### config.mk
export PLATFORM = sky130hd
export DESIGN_NAME = mem_bist_ctrl
export DESIGN_NICKNAME = d
export VERILOG_FILES = /design/src/rtl/mem_bist_ctrl.sv
export SDC_FILE = /design/constraint.sdc
export NUM_CORES = 1
export LEC_CHECK = 0
export ABC_AREA = 1
export ABC_CLOCK_PERIOD_IN_PS = 1510
export CORE_UTILIZATION = 46
export CTS_CLUSTER_DIAMETER = 200
export DETAILED_ROUTE_END_ITERATION = 10
export GPL_ROUTABILITY_DRIVEN = 1
export PLACE_DENSITY_LB_ADDON = 0.12
export SLEW_MARGIN = 40
export SYNTH_ARGS = -nofsm -noshare
export SYNTH_HDL_FRONTEND = slang
export SYNTH_SLANG_ARGS = --single-unit
### constraint.sdc
create_clock -name clk -period 1.51 [get_ports clk]
set_clock_uncertainty 0.05 [all_clocks]
set_input_delay 0.302 -clock clk [delete_from_list [all_inputs] [get_ports clk]]
set_output_delay 0.302 -clock clk [all_outputs]
set_load 0.1 [all_outputs]
### src/rtl/mem_bist_ctrl.sv
// BIST engine for the lab memory: clear test (0) then data=address test, with a compare pipeline.
// Defining MEM_BIST_INV_PATTERN_EN adds an inverted data=address write/read pass after RDA.
module mem_bist_ctrl #(
    parameter int unsigned ADDR_W = 5,
    parameter int unsigned DATA_W = 8,
    parameter int unsigned ERR_W  = 7
) (
    input  logic              clk,
    input  logic              rst_n,
    input  logic              start,
    output logic              busy,
    output logic              done,
    output logic              pass,
    output logic [ERR_W-1:0]  err_count,
    output logic [ADDR_W-1:0] first_err_addr,
    output logic              read,
    output logic              write,
    output logic [ADDR_W-1:0] addr,
    output logic [DATA_W-1:0] data_in,
    input  logic [DATA_W-1:0] data_out
);

    localparam logic [ADDR_W-1:0] ADDR_MAX = '1;
    localparam logic [ERR_W-1:0]  ERR_MAX  = '1;

`ifdef MEM_BIST_INV_PATTERN_EN
    typedef enum logic [3:0] {IDLE, WR0, RD0, WRA, RDA, WRI, RDI, FLUSH, DONE} state_t;
`else
    typedef enum logic [2:0] {IDLE, WR0, RD0, WRA, RDA, FLUSH, DONE} state_t;
`endif

    state_t              state, state_nxt;
    logic                busy_nxt, done_nxt, pass_nxt, read_nxt, write_nxt;
    logic [ERR_W-1:0]    err_nxt;
    logic [ADDR_W-1:0]   first_nxt, addr_nxt, addr_inc;
    logic [DATA_W-1:0]   data_in_nxt;
    logic                cmp_vld, cmp_vld_nxt;
    logic [ADDR_W-1:0]   cmp_addr, cmp_addr_nxt;
    logic [DATA_W-1:0]   cmp_exp, cmp_exp_nxt;
    logic                last;

    assign addr_inc = addr + ADDR_W'(1);
    assign last     = (addr == ADDR_MAX);

    // Next state and next values of all registered outputs; the address wraps to 0 exactly when a phase ends.
    always_comb begin
        state_nxt    = state;
        busy_nxt     = busy;
        done_nxt     = done;
        pass_nxt     = pass;
        err_nxt      = err_count;
        first_nxt    = first_err_addr;
        read_nxt     = 1'b0;
        write_nxt    = 1'b0;
        addr_nxt     = addr;
        data_in_nxt  = '0;
        cmp_vld_nxt  = read;
        cmp_addr_nxt = addr;
        cmp_exp_nxt  = '0;

        // Check the data returned for last cycle's read
        if (cmp_vld && (data_out != cmp_exp)) begin
            if (err_count != ERR_MAX) err_nxt = err_count + ERR_W'(1);
            if (err_count == '0) first_nxt = cmp_addr;
        end

        case (state)
            IDLE, DONE: begin
                if (start) begin
                    state_nxt = WR0;
                    busy_nxt  = 1'b1;
                    done_nxt  = 1'b0;
                    pass_nxt  = 1'b0;
                    err_nxt   = '0;
                    first_nxt = '0;
                    addr_nxt  = '0;
                    write_nxt = 1'b1;
                end
            end
            WR0: begin
                addr_nxt = addr_inc;
                if (last) begin
                    state_nxt = RD0;
                    read_nxt  = 1'b1;
                end else begin
                    write_nxt = 1'b1;
                end
            end
            RD0: begin
                addr_nxt = addr_inc;
                if (last) begin
                    state_nxt   = WRA;
                    write_nxt   = 1'b1;
                    data_in_nxt = DATA_W'(addr_inc);
                end else begin
                    read_nxt = 1'b1;
                end
            end
            WRA: begin
                addr_nxt = addr_inc;
                if (last) begin
                    state_nxt = RDA;
                    read_nxt  = 1'b1;
                end else begin
                    write_nxt   = 1'b1;
                    data_in_nxt = DATA_W'(addr_inc);
                end
            end
            RDA: begin
                cmp_exp_nxt = DATA_W'(addr);
                addr_nxt    = addr_inc;
                if (last) begin
`ifdef MEM_BIST_INV_PATTERN_EN
                    state_nxt   = WRI;
                    write_nxt   = 1'b1;
                    data_in_nxt = ~DATA_W'(addr_inc);
`else
                    state_nxt = FLUSH;
`endif
                end else begin
                    read_nxt = 1'b1;
                end
            end
`ifdef MEM_BIST_INV_PATTERN_EN
            WRI: begin
                addr_nxt = addr_inc;
                if (last) begin
                    state_nxt = RDI;
                    read_nxt  = 1'b1;
                end else begin
                    write_nxt   = 1'b1;
                    data_in_nxt = ~DATA_W'(addr_inc);
                end
            end
            RDI: begin
                cmp_exp_nxt = ~DATA_W'(addr);
                addr_nxt    = addr_inc;
                if (last) begin
                    state_nxt = FLUSH;
                end else begin
                    read_nxt = 1'b1;
                end
            end
`endif
            FLUSH: begin
                // err_nxt already includes the final compare
                state_nxt = DONE;
                busy_nxt  = 1'b0;
                done_nxt  = 1'b1;
                pass_nxt  = (err_nxt == '0);
            end
            default: state_nxt = IDLE;
        endcase
    end

    // State and output registers
    always_ff @(posedge clk or negedge rst_n) begin
        if (!rst_n) begin
            state          <= IDLE;
            busy           <= 1'b0;
            done           <= 1'b0;
            pass           <= 1'b0;
            err_count      <= '0;
            first_err_addr <= '0;
            read           <= 1'b0;
            write          <= 1'b0;
            addr           <= '0;
            data_in        <= '0;
            cmp_vld        <= 1'b0;
            cmp_addr       <= '0;
            cmp_exp        <= '0;
        end else begin
            state          <= state_nxt;
            busy           <= busy_nxt;
            done           <= done_nxt;
            pass           <= pass_nxt;
            err_count      <= err_nxt;
            first_err_addr <= first_nxt;
            read           <= read_nxt;
            write          <= write_nxt;
            addr           <= addr_nxt;
            data_in        <= data_in_nxt;
            cmp_vld        <= cmp_vld_nxt;
            cmp_addr       <= cmp_addr_nxt;
            cmp_exp        <= cmp_exp_nxt;
        end
    end

endmodule

[Yosys cells after proc, flatten, opt, wreduce, memory -nomap -nowiden]
Index checks and enable logic that the tools add are counted.
Cells by class
  bitwise operators: 0
  shift-type cells: 0
  reductions and logical operators: 13
  magnitude comparators: 0
  add/subtract/negate cells: 2
  eq/ne operators: 14
  div/mod/pow operators: 0
  muxes and demuxes: 30
  $mul: 0
Operators by type and width (number)
  5-bit 2-to-1 mux: 8
  7-bit 2-to-1 mux: 4
  5-bit case mux with 2 select lines: 2
  3-bit case mux with 6 select lines: 1
  3-bit 2-to-1 mux: 5
  7-bit logical NOT: 2
  2-bit != test, second input constant: 5
  3-bit == test, second input constant: 3
  8-bit != test: 1
  1-bit case mux with 2 select lines: 4
  7-bit by 1-bit adder with 7-bit output, second input constant: 1
  7-bit != test, second input constant: 1
  3-bit by 2-bit == test with 1-bit output, second input constant: 2
  2-bit OR reduction: 3
  5-bit by 1-bit adder with 5-bit output, second input constant: 1
  5-bit == test, second input constant: 1
  1-bit 2-to-1 mux: 5
  5-bit AND reduction: 1
  2-bit AND reduction: 2
  2-bit nonzero test: 2
  4-bit OR reduction: 1
  3-bit by 1-bit == test with 1-bit output, second input constant: 1
  3-bit logical NOT: 1
  1-bit case mux with 3 select lines: 1
  1-bit logical AND: 1
Storage, ports and cells
  ROM bits: 0
  RAM bits: 0
  flip-flop bits (word level): 47
  memories: 0
  input bits: 11
  latch bits: 0
  output and inout bits: 30

[Depth between registers and ports, before layout]
Gate-level depths: netlist of run 1.
  word-level depth: 5
  gate-level depth with buffers: 12
  depth with buffers taken out: 12

[Worst setup path before layout of run 1]
No wires, ideal clock.
  kind: reg-to-reg
  start point: reg err_count[0]
  end point: reg pass
  period minus slack after synthesis: 2335 ps
  setup time: 74 ps
  data arrival time: 2211 ps
  required time: 1386 ps
  slack: -825 ps
  cell stages (with the launch flop): 12
  cell sequence: dfrtp_1 ha_1 nand2_2 nor2_4 nand3_4 nand2_1 nand2_1 nand3_2 nand2_1 nor2_1 nand2_1 o21ai_2
Between the ends
  word-level cells in the longest chain between the ends: 5
RTL lines
  from (decl): line 14  | output logic [ERR_W-1:0] err_count,
  from (signal assigned): line 177  | err_count <= err_nxt;
  7-bit by 1-bit adder with 7-bit output / 7-bit != test (equally long branches): line 63  | if (err_count != ERR_MAX) err_nxt = err_count + ERR_W'(1);
  7-bit 2-to-1 mux: line 63
  7-bit 2-to-1 mux (*): line 62  | if (cmp_vld && (data_out != cmp_exp)) begin
  7-bit logical NOT (*): line 150  | pass_nxt = (err_nxt == '0);
  1-bit case mux with 2 select lines (*): line 67  | case (state)
  to (signal assigned): line 176  | pass <= pass_nxt;
  to (decl): line 13  | output logic pass,
Mark *: on every way between the ends. The rest lies on a longest branch, timed or not.
A chain may end at the register's enable or synchronous reset.

[Worst setup path in the final report of run 1]
  start point: reg err_count[0]
  end point: reg first_err_addr[0]
Between the ends
  word-level cells in the longest chain between the ends: 5
RTL lines
  7-bit logical NOT (*): line 64  | if (err_count == '0) first_nxt = cmp_addr;
  5-bit 2-to-1 mux (*): line 64
  5-bit 2-to-1 mux (*): line 62
  5-bit 2-to-1 mux: line 69  | if (start) begin
  5-bit 2-to-1 mux (*): line 67
  via first_nxt[0]: line 35  | logic [ADDR_W-1:0] first_nxt, addr_nxt, addr_inc;
  to (signal assigned): line 178  | first_err_addr <= first_nxt;
  to (decl): line 15  | output logic [ADDR_W-1:0] first_err_addr,
Mark *: on every way through the listed nets, which the timed path passes. The rest lies on a longest branch.

==> results of run 1 <==
-- per-stage QoR --
step	hold slack (ps)	cell area, µm²	instances	TNS, ps	setup slack [ps]
floorplan	-43.6	2090	241	-2610	-262
finish	407	3310	372	-780	-131
CTS	399	3140	363	-303	-119
global placement	179	2960	351	-4470	-407
global route	421	3310	372	-1800	-223
detailed placement	186	2960	351	-5320	-470
-- cells by family after synthesis --
group / after synthesis / share of synthesized area (%)
simple gates: 107 / 24.5
other cells: 1 / 0.187
compound gates: 34 / 9.55
fa+ha+maj: 4 / 2.50
flops: 41 / 51.2
buf+inv: 47 / 9.49
xor+xnor: 5 / 2.56
-- sequential cells by signal (all words and copies together), names as in the netlist --
signal / flops
data_in: 5
pass: 1
err_count: 7
cmp_addr: 5
first_err_addr: 5
addr: 5
cmp_exp: 5
done: 1
cmp_vld: 1
read: 1
state: 3
write: 1
busy: 1
-- worst max-delay path, cell delays in order (launching register included) --
cell	delay (ps)
sky130_fd_sc_hd__dfrtp_4	510
sky130_fd_sc_hd__inv_1	90
sky130_fd_sc_hd__ha_1	140
sky130_fd_sc_hd__nand4_1	160
sky130_fd_sc_hd__nor3_4	190
sky130_fd_sc_hd__buf_6	150
sky130_fd_sc_hd__nand2_8	60
sky130_fd_sc_hd__o21ai_2	120
sky130_fd_sc_hd__a21oi_1	60
-- what timing repair did --
action,in CTS,in global routing
buffers inserted,3,8
hold endpoints to repair,13,0
setup endpoints to repair,13,28
gates resized for setup,21,27
gates cloned,0,1
hold buffers,1,0
pin swaps,13,13
-- layer usage --
layer  share of wire (%)  wire length, µm  global-route usage, %  vias to the layer above
met4                 2.8              138                   11.2                        0
li1                    -                -                      -                      918
met5                   0                0                      0                        -
met1                  41             2070                   28.4                      879
met3                 4.7              236                   6.67                       12
met2                  51             2550                   38.5                       49
-- synth_stat cells, types with 3 or more instances --
library cell and number:
sky130_fd_sc_hd__nor2_1 25, sky130_fd_sc_hd__o22ai_1 4, sky130_fd_sc_hd__nor3_1 4, sky130_fd_sc_hd__dfrtp_1 41, sky130_fd_sc_hd__o21ai_0 11, sky130_fd_sc_hd__nand3_1 13
sky130_fd_sc_hd__nand2_1 51, sky130_fd_sc_hd__nand2_2 4, sky130_fd_sc_hd__inv_1 41, sky130_fd_sc_hd__buf_4 3, sky130_fd_sc_hd__nand4_1 4, sky130_fd_sc_hd__nor2_4 3
sky130_fd_sc_hd__a21oi_1 14, sky130_fd_sc_hd__ha_1 4
-- worst min-delay path by stage --
stage | slack (ps) | endpoint | startpoint
2_1_floorplan | -40 | addr[2] | rst_n
3_3_place_gp | 180 | err_count[0] | rst_n
3_5_place_dp | 190 | err_count[0] | rst_n
4_1_cts | 400 | cmp_addr[4] | rst_n
5_1_grt | 420 | cmp_addr[4] | rst_n
6_report | 410 | err_count[0] | rst_n
-- cell type report --
type / count / share of cell area [%]
timing repair buffer: 77 / 28.7
clock inverter: 3 / 0.681
tap: 50 / 1.89
inverter: 42 / 5.03
sequential: 41 / 31.8
clock buffer: 5 / 2.08
multi-input combinational: 154 / 29.8
==> flow_results.org, run 1 <==
** Timing
- The final number of hold-violating endpoints is 0.
- Setup repair after global routing could not meet its margin everywhere.
- Count of endpoints failing setup in the final report :: 9
- Worst-case setup margin in the final layout :: -131 ps
- Derived from the worst setup path, the maximum achievable clock frequency is 609 MHz.
- Final period demand of the worst path :: between 1500 and 2000 ps
- The count of final max-slew check failures came to 0.
- Of the available clock period, the critical path in the final layout requires 109%.

** Worst setup path
- STA puts the critical path data required time at 1650 ps.
- Cells on worst reg2reg path :: 8
- Max Fanout on Critical Path :: 5
- Endpoint type of the worst setup path :: register
- Kind of critical path :: register to register
- Critical Path Sink :: first_err_addr[0]
- Type of element launching the critical path :: register
- The worst register-to-register path ends at first_err_addr[0].
- Data arrival time of the critical path :: 1780 ps
- Worst reg2reg setup slack :: -130 ps
- The startpoint identified for the worst register-to-register timing path is err_count[0].
- Worst setup path startpoint :: err_count[0]

** CTS
- TritonCTS built the clock tree.
- CTS saw 41 sinks.
- The clock reaches the later pin of the worst-skew pair after 300 ps.
- The cell sitting at the root of the clock tree is a sky130_fd_sc_hd__clkbuf_8.
- Count of H-tree levels built during CTS :: 2
- Buffers inserted during clock tree synthesis total 5.
- Clock Path Buffers :: 2
- Clock slew at the register clock pins of the worst setup and hold paths :: around 80 ps

** Layout
- FILL cells :: 260
- At the end of the flow, the number of nets in the layout was 336.
- Fraction of final layout cells with drive strength greater than 1 :: about two fifths
- Storage element area :: between 1000 and 1500 µm²
- The number of antenna diodes in the final layout is 0.
- The library cell used most frequently in the layout, excluding fill and tap cells, is sky130_fd_sc_hd__nand2_1.
- Commonest cells after routing, fill and taps aside :: sky130_fd_sc_hd__nand2_1 (46), sky130_fd_sc_hd__inv_1 (36), sky130_fd_sc_hd__buf_4 (36)
- Summing all multi-input logic gate instances after layout gives 987 µm².
- Compared with the post-synthesis result, the final layout area differs by 65.1%.
- Core occupancy in the finished layout :: 81.0%

** Die
- Die height :: ~70 µm
- In this run the core area contains 23 standard-cell rows.
- Floorplan core area :: 4090 µm²
- DIE WIDTH :: slightly below 70 µm
- Once the floorplan was initialized, standard cells occupied 49.1% of the core.
- Ports :: 41
- Die area :: 4630 µm²

** Logic synthesis
- After synthesis the netlist holds a flip-flop and latch count of 41.
- Ranking of synthesized cells by area :: sky130_fd_sc_hd__dfrtp_1 (51%), sky130_fd_sc_hd__nand2_1 (9.6%), sky130_fd_sc_hd__inv_1 (7.7%)
- Post-Syn Instances :: 239
- Asr flop ratio synth :: 100%
- Mean instance size in the synthesized netlist :: approximately 8.4 µm²
- In this run, synthesis inferred 0 flip-flops with an integrated enable.
- Largest area contributor in the netlist :: sky130_fd_sc_hd__dfrtp_1
- After synthesis, the netlist uses 26 different library cells.
- Syn Std Cell Area :: 2000 µm²
- Synth warn :: 0
- Sequential cells were found to cover 51.2% of the synthesized design area.
- Proportion of netlist area held by the largest area contributor :: 51.2%
- The most used flip-flop cell after synthesis is sky130_fd_sc_hd__dfrtp_1.

** Placed design
- The congestion estimate from routability-driven global placement came to 0.880.
- Detailed Place HPWL :: 3470 µm
- In this run the tool buffered the top-level ports with 37 buffer cells.

** GRT
- Summed over all layers, the global routing overflow is 0.
- Initial antenna violation count :: 0
- Largest net degree at the start of global routing :: 17
- Global-route usage over all layers :: 23.5%
- The first global-routing pass estimated 7780 µm of wire.
- The via count of the first global-routing pass came to 1756.

** Detailed routing
- The detailed router placed 1858 vias in this run.
- For this block, the routed nets add up to 4990 µm of wire.
- Antenna-violating nets left :: 0
- Via density :: 4.99
- Pre-Repair DR Iteration Count :: 4
- Average wire per cell in the routed design :: about 13 µm
- The first routing iteration left 123 violations.
- Post-route DRC violation count :: 0

** Min path
- Path category of the worst min-delay check :: input port to async pin

** Run status
- Status :: finished with violations
- The checks that failed: negative setup slack.

** Job
- Total of max-cap violations :: 0
Power of run 1 is not shown: default switching activity piles up to over one toggle a cycle in this logic, so the estimate is an artifact.
==> run 2, diff against run 1 <==
--- a/config.mk
+++ b/config.mk
@@ -7,6 +7,7 @@
 export LEC_CHECK = 0
 export ABC_AREA = 1
 export ABC_CLOCK_PERIOD_IN_PS = 1510
+export CORE_MARGIN = 3
 export CORE_UTILIZATION = 46
 export CTS_CLUSTER_DIAMETER = 200
 export DETAILED_ROUTE_END_ITERATION = 10
==> flow_results.org, run 2 (synthesized netlist as in run 1, its figures left out) <==
** Run status
- The flow ran to the end, but the final reports show violations.
- Violations in the final reports :: negative setup slack

** Placed design
- Detailed Place HPWL :: 3420 µm
- The congestion estimate from routability-driven global placement came to 0.879.
- In this run the tool buffered the top-level ports with 37 buffer cells.
- Post-placement cell area :: a little under 3000 µm²

** Die
- From left edge to right edge, the die measures 72.0 µm.
- The die covers 5190 µm².
- Floorplan core area :: 4120 µm²
- During I/O placement, the number of pins put on the boundary was 41.
- The floorplan has 23 rows.
- Die height :: 72.0 µm
- Once the floorplan was initialized, standard cells occupied between 40% and 50% of the core.

** Timing
- Count of endpoints failing setup in the final report :: 14
- Hold violation count in the final report :: 0
- Static timing analysis puts the maximum clock frequency at approximately 610 MHz.
- The count of final max-slew check failures is 0.
- Worst-case setup margin in the final layout :: -122 ps
- The routed design could run at a clock period as short as 1630 ps.
- Setup repair after global routing could not meet its margin everywhere.
- Final period util :: 108%

** Worst setup path
- Counting cells, the worst reg-to-reg path comes to 9.
- The kind of cell with the highest combined delay along the critical path is simple AND/OR/NAND/NOR gates.
- The worst setup path is launched from a register.
- Worst-path cell chain :: inv_2 > o21ai_2 > o21ai_2 > nor2_4 > clkinvlp_4 > nand2_2 > inv_2 > nand2_2 > nand2_1
- For flop-to-flop paths, the worst setup slack is -120 ps.
- Kind of critical path :: register to register
- In this run the number of cells on the critical path is 9.
- Buffers and inverters on the worst path :: 3
- Data arrival time of the critical path :: approximately 1800 ps
- In this run the critical register-to-register path is captured at busy.
- The worst register-to-register path begins at state[1].
- Data required time at the worst endpoint :: 1650 ps
- The worst setup path is captured at a register.
- The critical path starts at state[1].
- Max Fanout on Critical Path :: 6
- Delay contributed by the slowest stage of the critical path :: approximately 410 ps
- Slowest-stage cell, CP :: sky130_fd_sc_hd__dfrtp_1
- Critical Path Sink :: busy

** Detailed routing
- First DRT Iteration DRCs :: 154
- Post-route DRC violation count :: 0
- The detail route stage leaves a number of antenna-violating nets equal to 0.
- Via density :: 5.00
- The detailed router placed 1836 vias in this run.
- Dividing the detail-routed wire length by the instance count gives 13.9 µm.
- Final wirelength :: 5090 µm
- Pre-Repair DR Iteration Count :: 4

** GRT
- Largest net degree at the start of global routing :: 21
- Number of global-route vias before repair :: 1795
- Initial antenna violation count :: 0
- Global routing consumed, over all layers together, 20.3% of the routing resources.
- First-pass GRT wire length :: 8140 µm
- Congestion Overflow GR :: 0

** CTS
- At the later pin of the worst-skew pair, clock insertion delay measures roughly 300 ps.
- TritonCTS built the clock tree.
- Clock slew at the register clock pins of the worst setup and hold paths :: 80 ps
- Clock Path Buffers :: 2
- Root buf cell :: sky130_fd_sc_hd__clkbuf_8
- The H-tree generated during clock tree synthesis spans 2 levels.
- Number of clock buffers inserted by TritonCTS :: 5
- Clock tree synthesis found a total of 41 sinks.

** Layout
- After filler insertion, the fill cell instance count of the layout stands at 247.
- Most common cell after layout, fill and taps aside :: sky130_fd_sc_hd__nand2_1
- Area delta synth->final :: 67.1%
- Fraction of final layout cells with drive strength greater than 1 :: 44.2%
- Counting flops per register, the top entry is err_count.
- Flip-flop count of the largest register after layout :: 7
- After routing the design area is 3350 µm².
- Commonest cells after routing, fill and taps aside :: sky130_fd_sc_hd__nand2_1 (46), sky130_fd_sc_hd__inv_1 (35), sky130_fd_sc_hd__buf_4 (30)
- After the last flow step, the layout net total stands at 331.
- Antenna diode instance count :: 0

** Min path
- Path category of the worst min-delay check :: register to register

** Job
- The tool flagged a number of max-cap violations equal to 0.
## run 2: area by class of cell
type	instances	area [µm²]	area share [%]
tap	50	62.6	1.87
inverter	42	169	5.04
clock buffer	6	82.6	2.47
timing repair inverter	1	7.51	0.224
timing repair buffer	72	928	27.7
clock inverter	2	37.5	1.12
sequential	41	1050	31.4
multi-input combinational	153	1010	30.1
## run 2: how the worst min path moves through the flow
stage | startpoint | end | slack (ps) | cells after the start
global placement | rst_n | first_err_addr[1] | 230 | 1
floorplan | rst_n | addr[2] | -40 | 0
finish | read | cmp_vld | 390 | 0
global route | read | cmp_vld | 410 | 0
CTS | read | cmp_vld | 390 | 0
detailed placement | rst_n | first_err_addr[2] | 240 | 1
## run 2: worst register-to-register path, delay by kind of cell (launching register included)
family	cells	cell delay (ps)
buf+inv	3	390
simple gates	4	450
compound gates	2	250
flops	1	410
## run 2: metrics by stage
step | worst slack (ps) | utilization (%) | setup TNS (ps) | hold WS [ps] | std cells
floorplan | -262 | - | -2610 | -43.6 | 241
finish | -122 | 81.4 | -1130 | 389 | 367
detailed placement | -507 | 72.1 | -5140 | 236 | 350
global route | -250 | 81.4 | -2320 | 412 | 367
global placement | -405 | 72.1 | -4260 | 226 | 350
CTS | -94.8 | 77.4 | -231 | 394 | 363
## run 2: timing repair
action / CTS / global route
pin swaps: 10 / 21
cloned: 0 / 1
endpoints found under the hold margin: 18 / 0
endpoints found under the setup margin: 12 / 30
resized for setup: 22 / 39
hold buffers: 1 / 0
setup buffers: 4 / 4
## run 2: routing by layer
| layer | track usage, % | part of all wire [%] | up-vias |
|---|---|---|---|
| li1 | - | - | 905 |
| met1 | 25.8 | 44 | 871 |
| met2 | 32.7 | 50 | 55 |
| met3 | 4.57 | 4.6 | 5 |
| met4 | 10.2 | 1.4 | 0 |
| met5 | 0 | 0 | - |
Power of run 2 is left out for the same reason.
==> run 3, diff against run 2 <==
--- a/config.mk
+++ b/config.mk
@@ -7,10 +7,12 @@
 export LEC_CHECK = 0
 export ABC_AREA = 1
 export ABC_CLOCK_PERIOD_IN_PS = 1510
+export CAP_MARGIN = 20
 export CORE_MARGIN = 3
-export CORE_UTILIZATION = 46
+export CORE_UTILIZATION = 56
 export CTS_CLUSTER_DIAMETER = 200
 export DETAILED_ROUTE_END_ITERATION = 10
+export DONT_BUFFER_PORTS = 1
 export GPL_ROUTABILITY_DRIVEN = 1
 export PLACE_DENSITY_LB_ADDON = 0.12
 export SLEW_MARGIN = 40
==> flow_results.org, run 3 (synthesized netlist as in run 1, its figures left out) <==
** GRT
- Global-route usage over all layers :: a little under a quarter
- For this run the aggregate overflow at the end of global routing stands at 0.
- The initial antenna violation count came to 0.
- First-pass GRT wire length :: between 7000 and 8000 µm
- Number of global-route vias before repair :: 1708
- Largest net degree at the start of global routing :: 42

** Die
- The floorplan step defined a die boundary enclosing 4330 µm².
- Ports :: 41
- Starting density of the core :: 59.1%
- The die is 65.8 µm wide.
- Number of cell rows :: 21
- The core region is 3390 µm².
- Die height :: 65.8 µm

** Layout
- Leaving out fill and tap cells, the most frequent cell in the layout is sky130_fd_sc_hd__nand2_1.
- The register with the most flip-flops in the final layout is err_count.
- After filler insertion, the fill cell instance count of the layout stands at 210.
- Commonest cells after routing, fill and taps aside :: sky130_fd_sc_hd__nand2_1 (49), sky130_fd_sc_hd__buf_4 (43), sky130_fd_sc_hd__inv_1 (35)
- In the final layout, the multi-input gates occupy 987 µm².
- Fraction of final layout cells with drive strength greater than 1 :: 42.3%
- Flip-flop count of the largest register after layout :: 7
- The sequential cells in the finished layout cover a total of 1050 µm².
- 0 antenna diodes ended up in the layout.
- In the final design database the tool counted 319 nets.
- Layout Cell Area excl Fill :: roughly 2900 µm²
- From synthesis to final layout, the design area changed by 43.6%.

** CTS
- CTS built an H-tree with a depth of 2.
- Clock slew at the register clock pins of the worst setup and hold paths :: 120 ps
- CTS Sinks :: approximately 40
- Clock Path Buffers :: 2
- At the later pin of the worst-skew pair, clock insertion delay measures 350 ps.
- TritonCTS built the clock tree.
- Root buf cell :: sky130_fd_sc_hd__clkbuf_4
- Number of clock buffers inserted by TritonCTS :: 5

** Worst setup path
- The setup path with the least slack is of type register to register.
- The critical path goes through buf_6 > ha_4 > nand2_4 > nor2_4 > nand3_4 > nand3_2 > nand3_1 > nand2_1 > nor2_1 > nand2_1 > o21ai_2.
- STA classifies the critical path endpoint as a register.
- Max Fanout on Critical Path :: 6
- Slowest-stage cell, CP :: sky130_fd_sc_hd__dfrtp_4
- Data on the critical path is required at its endpoint by 1750 ps.
- The most numerous cell type found on the critical path is sky130_fd_sc_hd__nand2_1.
- At the worst endpoint, the arrival time is 1980 ps.
- The number of buffers and inverters on the critical path is 1.
- Type of element launching the critical path :: register
- Gate family responsible for the most delay along the worst path :: simple AND/OR/NAND/NOR gates
- The largest single stage delay on the critical path is 510 ps.
- Worst reg2reg setup slack :: -230 ps

** Detailed routing
- Average wire per cell in the routed design :: 14.6 µm
- The final layout contains routed wiring with a total length of 5130 µm.
- Once detail routing completed, the nets flagged for antenna violations numbered 0.
- For this block, the via count after detailed routing is 1827.
- First DRT Iteration DRCs :: 130
- For this run, design rule violations remaining after detail routing come to 0.
- For this run, the detailed router's first-pass iteration total came to 4.
- Via density :: 5.21

** Placed design
- Post-placement cell area :: 2440 µm²
- Detailed Place HPWL :: 3110 µm
- Buffers placed on the I/O ports in this run total 0.
- At the end of routability-driven placement, the weighted congestion stood at 0.945.

** Timing
- Setup violations remaining at the end of the flow were counted as 13.
- For the finished layout, the period the worst path requires is 1740 ps.
- Derived from the worst setup path, the maximum achievable clock frequency is between 500 and 600 MHz.
- Setup repair after global routing could not meet its margin everywhere.
- In the post-route analysis, the smallest setup slack over all paths is -229 ps.
- The final number of hold-violating endpoints was 0.
- Max Transition Viols Final :: 0
- The final critical path takes up 115% of the cycle.

** Run status
- The checks that failed: negative setup slack.
- Status :: finished with violations

** Job
- Total of max-cap violations :: 0

** Min path
- The worst hold path belongs to the class input port to register.
run 3: cell types whose count changed in the layout (fill, tap and decap cells not counted), moves of 4 or more:
cell,delta
sky130_fd_sc_hd__buf_12,-23
sky130_fd_sc_hd__buf_4,+13
sky130_fd_sc_hd__buf_6,+8
sky130_fd_sc_hd__clkbuf_4,+5
sky130_fd_sc_hd__clkbuf_8,-6
sky130_fd_sc_hd__nor2_1,+5
sky130_fd_sc_hd__nor2_2,-6
sky130_fd_sc_hd__o22ai_1,+4
sky130_fd_sc_hd__o22ai_2,-4
run 3: stage by stage:
| stage | TNS (ps) | instances | setup WS [ps] | utilization, % | hold WS [ps] |
|---|---|---|---|---|---|
| after floorplan | -2610 | 241 | -262 | - | -43.6 |
| after global placement | -777 | 326 | -183 | 72.1 | -42.9 |
| after detailed placement | -619 | 326 | -181 | 72.1 | -43.0 |
| after CTS | -1070 | 342 | -144 | 79.4 | 112 |
| after global routing | -2430 | 351 | -302 | 84.9 | 143 |
| final | -1390 | 351 | -229 | 84.9 | 126 |
run 3: per-layer routing:
metal	vias up	part of all wire (%)	track usage [%]
met5	-	0	0
met4	0	2.7	13.0
met3	16	6.7	6.97
met2	74	50	38.2
met1	855	41	29.1
li1	882	-	-
run 3: cell type report:
class / instances / area share (%)
Sequential cell: 41 / 36.5
Multi-Input combinational cell: 154 / 34.3
Clock inverter: 2 / 0.522
Inverter: 42 / 5.87
Clock buffer: 6 / 1.43
Tap cell: 46 / 2.00
Timing Repair Buffer: 60 / 19.3
run 3: what timing repair did:
item,CTS,global route
hold endpoints to repair,41,0
hold buffers,2,0
buffers inserted,5,9
pin swaps,10,8
endpoints found under the setup margin,16,32
gates resized for setup,34,34
cloned,1,0
run 3: worst paths after layout:
kind                               from      endpoint  depth (start not counted)
max in group asynchronous         rst_n  err_count[0]                          2
setup reg to reg           err_count[1]          pass                         11
setup / recovery           err_count[1]          pass                         11
min in group asynchronous         rst_n  err_count[5]                          2
hold reg to reg                 addr[2]   cmp_addr[2]                          0
hold / removal                    start      state[2]                          2
Power of run 3 is left out for the same reason.
